===== src/rtl/hilo_muldiv_sequencer_if.sv =====
// Start/operand request and HI/LO result bundle between the control FSM and the mul/div sequencer.
interface hilo_muldiv_sequencer_if #(
   parameter int unsigned XLEN  = 32,
   parameter int unsigned CNT_W = 6
);
   logic             start;
   logic [1:0]       op;
   logic [XLEN-1:0]  src_a;
   logic [XLEN-1:0]  src_b;
   logic             busy;
   logic             done;
   logic             div_zero;
   logic             illegal_op;
   logic             hilo_write;
   logic [XLEN-1:0]  hi_out;
   logic [XLEN-1:0]  lo_out;
   logic [CNT_W-1:0] counter;

   modport master (
      output start, op, src_a, src_b,
      input  busy, done, div_zero, illegal_op, hilo_write, hi_out, lo_out, counter
   );

   modport slave (
      input  start, op, src_a, src_b,
      output busy, done, div_zero, illegal_op, hilo_write, hi_out, lo_out, counter
   );
endinterface


===== src/rtl/hilo_muldiv_sequencer.sv =====
// Iterative shift-add multiply / restoring divide owning the HI/LO pair.
// Define MULDIV_UNSIGNED_EN to enable MULTU/DIVU; otherwise they report illegal_op.
module hilo_muldiv_sequencer #(
   parameter int unsigned XLEN  = 32,
   parameter int unsigned CNT_W = 6
) (
   input  logic                    clock,
   input  logic                    reset,
   hilo_muldiv_sequencer_if.slave  bus
);
   localparam int unsigned AW = 2 * XLEN;

   typedef enum logic [2:0] {S_IDLE, S_LOAD, S_RUN, S_FIX, S_DONE} state_e;

   state_e           state_q, state_d;
   logic [1:0]       op_q, op_d;
   logic [XLEN-1:0]  a_q, a_d, b_q, b_d;
   logic [AW-1:0]    acc_q, acc_d;
   logic             neg_q, neg_d, neg_rem_q, neg_rem_d;
   logic [CNT_W-1:0] cnt_q, cnt_d;
   logic             busy_q, busy_d, done_q, done_d;
   logic             div_zero_q, div_zero_d, illegal_q, illegal_d, write_q, write_d;
   logic [XLEN-1:0]  hi_q, hi_d, lo_q, lo_d;

   logic             is_div, op_signed, op_legal, neg_a, neg_b;
   logic [XLEN-1:0]  mag_a, mag_b;
   logic [XLEN:0]    mul_sum, div_shift, div_diff;
   logic [AW-1:0]    mul_next, div_next;

   // Operand decode and one iteration step of each datapath
   always_comb begin
      is_div = op_q[0];
`ifdef MULDIV_UNSIGNED_EN
      op_signed = ~op_q[1];
      op_legal  = 1'b1;
`else
      op_signed = 1'b1;
      op_legal  = ~op_q[1];
`endif
      neg_a = op_signed & a_q[XLEN-1];
      neg_b = op_signed & b_q[XLEN-1];
      mag_a = neg_a ? (XLEN'(0) - a_q) : a_q;
      mag_b = neg_b ? (XLEN'(0) - b_q) : b_q;

      // Multiply: acc = {partial, multiplier}; add multiplicand on LSB, then shift right
      mul_sum  = {1'b0, acc_q[AW-1:XLEN]} + {1'b0, a_q};
      mul_next = acc_q[0] ? {mul_sum, acc_q[XLEN-1:1]}
                          : {1'b0, acc_q[AW-1:XLEN], acc_q[XLEN-1:1]};

      // Divide: acc = {remainder, quotient}; shift left, keep difference if non-negative
      div_shift = acc_q[AW-1:XLEN-1];
      div_diff  = div_shift - {1'b0, b_q};
      div_next  = div_diff[XLEN] ? {div_shift[XLEN-1:0], acc_q[XLEN-2:0], 1'b0}
                                 : {div_diff[XLEN-1:0],  acc_q[XLEN-2:0], 1'b1};
   end

   // Next-state and registered-output logic
   always_comb begin
      state_d    = state_q;
      op_d       = op_q;
      a_d        = a_q;
      b_d        = b_q;
      acc_d      = acc_q;
      neg_d      = neg_q;
      neg_rem_d  = neg_rem_q;
      cnt_d      = cnt_q;
      hi_d       = hi_q;
      lo_d       = lo_q;
      div_zero_d = 1'b0;
      illegal_d  = 1'b0;
      write_d    = 1'b0;

      case (state_q)
         S_IDLE: begin
            if (bus.start) begin
               state_d = S_LOAD;
               op_d    = bus.op;
               a_d     = bus.src_a;
               b_d     = bus.src_b;
            end
         end
         S_LOAD: begin
            a_d       = mag_a;
            b_d       = mag_b;
            neg_d     = neg_a ^ neg_b;
            neg_rem_d = neg_a;
            cnt_d     = '0;
            acc_d     = is_div ? {XLEN'(0), mag_a} : {XLEN'(0), mag_b};
            if (!op_legal) begin
               state_d   = S_DONE;
               illegal_d = 1'b1;
            end else if (is_div && (b_q == XLEN'(0))) begin
               state_d    = S_DONE;
               div_zero_d = 1'b1;
            end else begin
               state_d = S_RUN;
            end
         end
         S_RUN: begin
            acc_d = is_div ? div_next : mul_next;
            if (cnt_q == CNT_W'(XLEN - 1)) begin
               cnt_d   = '0;
               state_d = S_FIX;
            end else begin
               cnt_d = cnt_q + CNT_W'(1);
            end
         end
         S_FIX: begin
            // Remainder follows the dividend sign; product/quotient follow sign xor
            if (is_div) begin
               acc_d = {neg_rem_q ? (XLEN'(0) - acc_q[AW-1:XLEN]) : acc_q[AW-1:XLEN],
                        neg_q     ? (XLEN'(0) - acc_q[XLEN-1:0]) : acc_q[XLEN-1:0]};
            end else begin
               acc_d = neg_q ? (AW'(0) - acc_q) : acc_q;
            end
            write_d = 1'b1;
            state_d = S_DONE;
         end
         S_DONE: begin
            if (write_q) begin
               hi_d = acc_q[AW-1:XLEN];
               lo_d = acc_q[XLEN-1:0];
            end
            state_d = S_IDLE;
         end
         default: state_d = S_IDLE;
      endcase

      busy_d = (state_d != S_IDLE);
      done_d = (state_d == S_DONE);
   end

   always_ff @(posedge clock or negedge reset) begin
      if (!reset) begin
         state_q    <= S_IDLE;
         op_q       <= '0;
         a_q        <= '0;
         b_q        <= '0;
         acc_q      <= '0;
         neg_q      <= 1'b0;
         neg_rem_q  <= 1'b0;
         cnt_q      <= '0;
         busy_q     <= 1'b0;
         done_q     <= 1'b0;
         div_zero_q <= 1'b0;
         illegal_q  <= 1'b0;
         write_q    <= 1'b0;
         hi_q       <= '0;
         lo_q       <= '0;
      end else begin
         state_q    <= state_d;
         op_q       <= op_d;
         a_q        <= a_d;
         b_q        <= b_d;
         acc_q      <= acc_d;
         neg_q      <= neg_d;
         neg_rem_q  <= neg_rem_d;
         cnt_q      <= cnt_d;
         busy_q     <= busy_d;
         done_q     <= done_d;
         div_zero_q <= div_zero_d;
         illegal_q  <= illegal_d;
         write_q    <= write_d;
         hi_q       <= hi_d;
         lo_q       <= lo_d;
      end
   end

   assign bus.busy       = busy_q;
   assign bus.done       = done_q;
   assign bus.div_zero   = div_zero_q;
   assign bus.illegal_op = illegal_q;
   assign bus.hilo_write = write_q;
   assign bus.hi_out     = hi_q;
   assign bus.lo_out     = lo_q;
   assign bus.counter    = cnt_q;
endmodule


===== src/flat_wrapper.sv =====
// flat-port wrapper written by rule: the top's interface ports become plain ports
module hilo_muldiv_sequencer_flat 
#(
   parameter int unsigned XLEN  = 32,
   parameter int unsigned CNT_W = 6
)
  (clock, reset, bus_start, bus_op, bus_src_a, bus_src_b, bus_busy, bus_done, bus_div_zero, bus_illegal_op, bus_hilo_write, bus_hi_out, bus_lo_out, bus_counter);
  hilo_muldiv_sequencer_if #(.XLEN(XLEN), .CNT_W(CNT_W)) bus_i ();
  input  logic clock;
  input  logic reset;
  input wire logic [$bits(bus_i.start)-1:0] bus_start;
  input wire logic [$bits(bus_i.op)-1:0] bus_op;
  input wire logic [$bits(bus_i.src_a)-1:0] bus_src_a;
  input wire logic [$bits(bus_i.src_b)-1:0] bus_src_b;
  output wire logic [$bits(bus_i.busy)-1:0] bus_busy;
  output wire logic [$bits(bus_i.done)-1:0] bus_done;
  output wire logic [$bits(bus_i.div_zero)-1:0] bus_div_zero;
  output wire logic [$bits(bus_i.illegal_op)-1:0] bus_illegal_op;
  output wire logic [$bits(bus_i.hilo_write)-1:0] bus_hilo_write;
  output wire logic [$bits(bus_i.hi_out)-1:0] bus_hi_out;
  output wire logic [$bits(bus_i.lo_out)-1:0] bus_lo_out;
  output wire logic [$bits(bus_i.counter)-1:0] bus_counter;
  assign bus_i.start = bus_start;
  assign bus_i.op = bus_op;
  assign bus_i.src_a = bus_src_a;
  assign bus_i.src_b = bus_src_b;
  assign bus_busy = bus_i.busy;
  assign bus_done = bus_i.done;
  assign bus_div_zero = bus_i.div_zero;
  assign bus_illegal_op = bus_i.illegal_op;
  assign bus_hilo_write = bus_i.hilo_write;
  assign bus_hi_out = bus_i.hi_out;
  assign bus_lo_out = bus_i.lo_out;
  assign bus_counter = bus_i.counter;
  hilo_muldiv_sequencer #(.XLEN(XLEN), .CNT_W(CNT_W)) u_core (.clock(clock), .reset(reset), .bus(bus_i));
endmodule

===== config.mk =====
export PLATFORM = sky130hd
export DESIGN_NAME = hilo_muldiv_sequencer_flat
export DESIGN_NICKNAME = d
export VERILOG_FILES = /design/src/rtl/hilo_muldiv_sequencer_if.sv /design/src/rtl/hilo_muldiv_sequencer.sv /design/src/flat_wrapper.sv
export SDC_FILE = /design/constraint.sdc
export NUM_CORES = 1
export LEC_CHECK = 0
export BUFFER_PORTS_ARGS = -buffer_cell sky130_fd_sc_hd__buf_2
export CAP_MARGIN = 30
export CORE_UTILIZATION = 56
export CTS_BUF_LIST = sky130_fd_sc_hd__clkbuf_16
export CTS_CLUSTER_SIZE = 10
export DETAILED_ROUTE_END_ITERATION = 12
export GPL_ROUTABILITY_DRIVEN = 0
export PLACE_DENSITY_LB_ADDON = 0.05
export SYNTH_ARGS = -nofsm -noshare
export SYNTH_HDL_FRONTEND = slang
export SYNTH_SLANG_ARGS = --single-unit

===== constraint.sdc =====
create_clock -name clock -period 3.6 [get_ports clock]
set_input_delay 0.18 -clock clock [delete_from_list [all_inputs] [get_ports clock]]
set_output_delay 0.18 -clock clock [all_outputs]
set_load 0.01 [all_outputs]

After elaboration in Yosys (flattened, before gate mapping)
Index checks and enable logic that the tools add are counted.
- add/subtract/negate cells: 8
- eq/ne operators: 10
- muxes and demuxes: 28
- bitwise logic cells: 1
- reductions and logical operators: 12
- operators by type and width (kind ; count):
    $mux 64 ; 5
    $mux 32 ; 7
    $pmux 64 s3 ; 1
    $pmux 32 s2 ; 2
    $sub 1x32->32 const A ; 4
    $sub 1x64->64 const A ; 1
    $add 32x32->33 ; 1
    $sub 33x32->33 ; 1
    $logic_not 32->1 ; 1
    $mux 3 ; 4
    $pmux 3 s4 ; 1
    $pmux 6 s2 ; 1
    $reduce_and 2->1 ; 4
    $add 6x1->6 const B ; 1
    $eq 3x2->1 const B ; 2
    $eq 3x3->1 const B ; 2
    $eq 6x5->1 const B ; 1
    $mux 1 ; 6
    $mux 6 ; 1
    $reduce_bool 3->1 ; 2
    $reduce_bool 2->1 ; 2
    $eq 3x1->1 const B ; 1
    $logic_not 3->1 ; 1
    $ne 3x1->1 const B ; 1
    other kinds (6) ; 6
- bits in registers: 210
- output and inout port bits: 75
- logic and storage cells: 75

Longest topological paths before layout
- depth after elaboration: 6
- gate-level depth with buffers: 14

Worst setup path before layout
OpenSTA, ideal clock, no wires.
- kind: register to register
- start: register u_core.acc_q[31]
- end: register u_core.acc_q[44]
- arrival: 3643 ps
- path slack: -180 ps
- cell stages (with the launch flop): 14
- path buffers: 2
- period minus slack after synthesis: 3780 ps
- path through: dfrtp_1 > inv_1 > ha_1 > fa_1 > nor2b_1 > o31a_1 > o41ai_1 > a21oi_1 > a21oi_1 > xnor2_1 > clkbuf_1 > buf_1 > mux2i_1 > o211ai_1
- longest elaborated chain between the ends: 4
- elaborated cells on any way between the ends: 7
- those cells by class: add/sub (2); mux (5)
- RTL lines (what ; line ; text):
    start: declaration ; hilo_muldiv_sequencer.sv:18 ; logic [AW-1:0] acc_q, acc_d;
    start signal: assignment ; hilo_muldiv_sequencer.sv:139 ; acc_q <= '0;
    start signal: assignment ; hilo_muldiv_sequencer.sv:155 ; acc_q <= acc_d;
    $sub 1x64->64 or $sub 33x32->33 (tied branches) ; hilo_muldiv_sequencer.sv:114, hilo_muldiv_sequencer.sv:52 ;
    $mux 64 (on tied branches) ; hilo_muldiv_sequencer.sv:114, hilo_muldiv_sequencer.sv:53 ;
    $mux 64 (on tied branches) ; hilo_muldiv_sequencer.sv:110, hilo_muldiv_sequencer.sv:100 ;
    $pmux 64 s3 * ; hilo_muldiv_sequencer.sv:73 ; case (state_q)
Mark *: on every way between the ends. The rest lies on a longest branch, timed or not. The select of a mux whose other input is x is not followed.
A chain may end at the register's enable or synchronous reset.

Final worst setup path
- start: register u_core.a_q[13]
- end: register u_core.acc_q[31]
- longest elaborated chain between the ends: 4
- RTL lines (what ; line ; text):
    start: declaration ; hilo_muldiv_sequencer.sv:17 ; logic [XLEN-1:0] a_q, a_d, b_q, b_d;
    start signal: assignment ; hilo_muldiv_sequencer.sv:137 ; a_q <= '0;
    start signal: assignment ; hilo_muldiv_sequencer.sv:153 ; a_q <= a_d;
    $sub 1x32->32 ; hilo_muldiv_sequencer.sv:42 ; mag_a = neg_a ? (XLEN'(0) - a_q) : a_q;
    $mux 32 ; hilo_muldiv_sequencer.sv:42 ;
    $mux 32 ; hilo_muldiv_sequencer.sv:88 ; acc_d = is_div ? {XLEN'(0), mag_a} : {XLEN'(0), mag_b};
    $pmux 64 s3 ; hilo_muldiv_sequencer.sv:73 ;
No other way between the ends.

==> impl_metrics.ini <==
[floorplan]
ioPinCount = 144
initial_core_util_pct = 57.41
core_area_um2 = 28940
die_y_um = 174.2
fp.dieArea_um2 = 30360
num_rows = 62
fp.dieW_um = 174.2

[clock_tree]
cts_buffer_depth = 3
cts_buffers = 26
path_clk_slew_ns = 0.06
cts_max_level = 1
clkLatencyLatePin_ns = 0.56
cts.sinks = 210
cts_tree = yes
cts_root_buf = clkbuf_16

[power]
p_total_mw = 22.06
power_density_nw_per_um2 = 1107
p_leak_nw = 8.992
ir_worst_vdd_mv = 0.6565

[global_route]
grt_pass1_wl_um = 92980
antenna_found_initial = 0
grt_pass1_vias = 16310
gr-usage-all-layers_pct = 39.18
grt_start_max_net_pins = 106
grt_overflow_total = 0

[yosys]
synth_most_common_cell = dfrtp_1
yosys_warnings = 0
avgSynthCellArea_um2 = 8.314
synth_nets = 2138
synthDistinctLibCells = 80
synth_cells = 1998
synth_top_area_share_pct = 31.63
ys.flop_type = dfrtp_1
ys_ff_latch = 210
yosys.area.top_type = dfrtp_1
synth_commonest_cells = dfrtp_1, o21ai_0, a21oi_1, nand2_1, nor2_1
yosysSeqAreaShare_pct = 31.63
synth-edff-count = 0
syn-cell-area_um2 = 16610
netlist_top_cells_area = dfrtp_1, o21ai_0, a21oi_1, ha_1, mux2_2
synthArstFlopShare_pct = 100.0

[run]
max_cap_violations = 0

[timing]
fin_skew_ns = 0.02998
drv_slew = 0
rsz0062_at_grt = true
final-setup-viol-count = 1
timing.final.crit_share_pct = 102.7
max_freq_mhz = 270.5
hold_viol_final = 0
maxSlewHeadroom_pct = 25.05
min_period_ns = 3.697
worst_slew_pin_slew_ns = 1.122
setup_slack_ns = -0.09672

[finish]
nFillCells = 2383
diodes = 0
nNetsFinal = 2389
ff_latch_area_um2 = 5259
drive_gt1_share_pct = 19.30
final_cell_area_um2 = 19930
fin_cells = 2643
multi_input_area_um2 = 10700
area_growth_pct = 19.94

[drt]
firstDrtPassIters = 9
vias = 17710
wl_per_cell_um = 23.00
drt_iter0_drc = 2162
wl_um = 60780
vias_per_cell = 6.701
drc = 0
ant_nets = 0

[critical_path]
endpoint_kind = register
worstSetupPathType = register to register
critPathLaunchType = register
worstPathRequired_ns = 4.10
arrival_ns = 4.20
path_max_fanout = 4

[placement]
dp.cells = 2532
io_buffers = 143
placed_area_um2 = 18400
hpwlAfterDp_um = 44030

[hold_path]
hold_class = primary input to async pin

[outcome]
violations = negative setup slack
outcome = finished with violations
==> metal layers <==
metal	vias to the layer above	wire [um]	global-route usage, %
met5	-	0	0
met4	0	3797	22.44
met3	209	6149	6.255
met2	1098	27240	60.72
met1	8427	23590	51.91
li1	7977	-	-
==> layout make-up <==
| class | count | share of cell area (%) |
|---|---|---|
| clock buffers | 26 | 3.265 |
| clock inverters | 12 | 0.3203 |
| inverters | 72 | 1.356 |
| multi-input cells | 1585 | 53.68 |
| flip-flops and latches | 210 | 26.39 |
| well taps | 384 | 2.411 |
| repair buffers | 354 | 12.57 |
==> path summary, 6_finish.rpt <==
check                                       from                     to  slack, ns  cells after the start
worst max-delay path              u_core.a_q[13]       u_core.acc_q[31]       -0.1                      9
worst min-delay path                       reset  u_core.bus.counter[4]       0.26                      2
worst max register to register    u_core.a_q[13]       u_core.acc_q[31]       -0.1                      9
worst min register to register  u_core.neg_rem_q       u_core.neg_rem_q       0.49                      2
max in group asynchronous                  reset         u_core.b_q[22]       2.35                      3
min in group clock                 bus_src_b[27]         u_core.b_q[27]       0.37                      4
==> repair_timing <==
item	CTS	global route
setup endpoints to repair	8	36
pin swaps	1	3
endpoints found under the hold margin	169	0
buffers inserted	0	4
gates resized for setup	5	17
hold buffers	68	0
gates cloned	1	0
==> power by group <==
part | switching (mW) | leakage, nW | internal (mW)
Combinational | 9.10 | 5.90 | 6.07
Clock | 1.05 | 0.370 | 1.28
Sequential | 1.23 | 2.72 | 3.33
Total | 11.4 | 8.99 | 10.7
==> placed cells by master, fill, tap and decap left out, types with 8 or more instances in the layout <==
cell type,count
mux2i_1,57
o21ai_0,194
o311ai_0,10
a31oi_1,15
o31ai_1,27
dlygate4sd3_1,68
or4_1,19
a21oi_1,181
nor4_1,17
o221ai_1,14
dfrtp_1,209
a221o_1,24
or3_1,19
inv_1,75
nand2b_1,18
and3_1,10
and2_1,10
nor2b_1,15
buf_4,141
buf_2,142
a21o_1,34
o32ai_1,16
or2_2,8
a211oi_1,20
o21bai_1,10
mux2_2,72
nand4_1,14
o41ai_1,12
clkbuf_16,26
nand2_1,172
nor2_1,127
o211ai_1,12
nand3_1,32
ha_1,69
nor3_1,82
a22oi_1,29
xor2_1,33
xnor2_1,77
o21a_1,15
==> critical path: stages, from the launching register on <==
cell	delay [ns]
dfrtp_1	0.37
or4_4	0.57
or4_4	0.44
or4_4	0.51
or4_4	0.52
or3_4	0.37
or4b_4	0.50
o21ai_2	0.15
nand2_2	0.10
nand2_1	0.11
==> metrics by stage <==
| stage | hold WS [ns] | util (%) | TNS [ns] | setup WS [ns] |
|---|---|---|---|---|
| after global routing | 0.3424 | 68.86 | -0.2542 | -0.1460 |
| after floorplan | -0.1156 | - | 0 | 0.002253 |
| after CTS | 0.3199 | 68.51 | -0.07874 | -0.07874 |
| after global placement | 0.2963 | 63.59 | -0.03398 | -0.03398 |
| final | 0.2559 | 68.86 | -0.09672 | -0.09672 |
| after detailed placement | 0.2959 | 63.59 | -0.08124 | -0.07289 |
==> cell families (layout without fill, tap and decap cells) <==
logic type	after synthesis	count (layout)	share of synthesized area [%]
AO/OA/AOI/OAI	702	702	27.28
AND/OR/NAND/NOR	570	570	16.55
flip-flops	210	210	31.63
buffers and inverters	204	464	4.881
multiplexers	129	129	8.315
XOR/XNOR	112	113	5.905
adder cells (fa/ha/maj)	71	71	5.438
==> sequential cells by signal, indices dropped and copies added, names as in the netlist, 2 cells and up <==
register            count
u_core.bus.lo_out      32
u_core.b_q             32
u_core.state_q          3
u_core.acc_q           64
u_core.a_q             32
u_core.bus.hi_out      32
u_core.op_q             2
u_core.bus.counter      6
No activity file was read; power rests on OpenSTA's default activity.
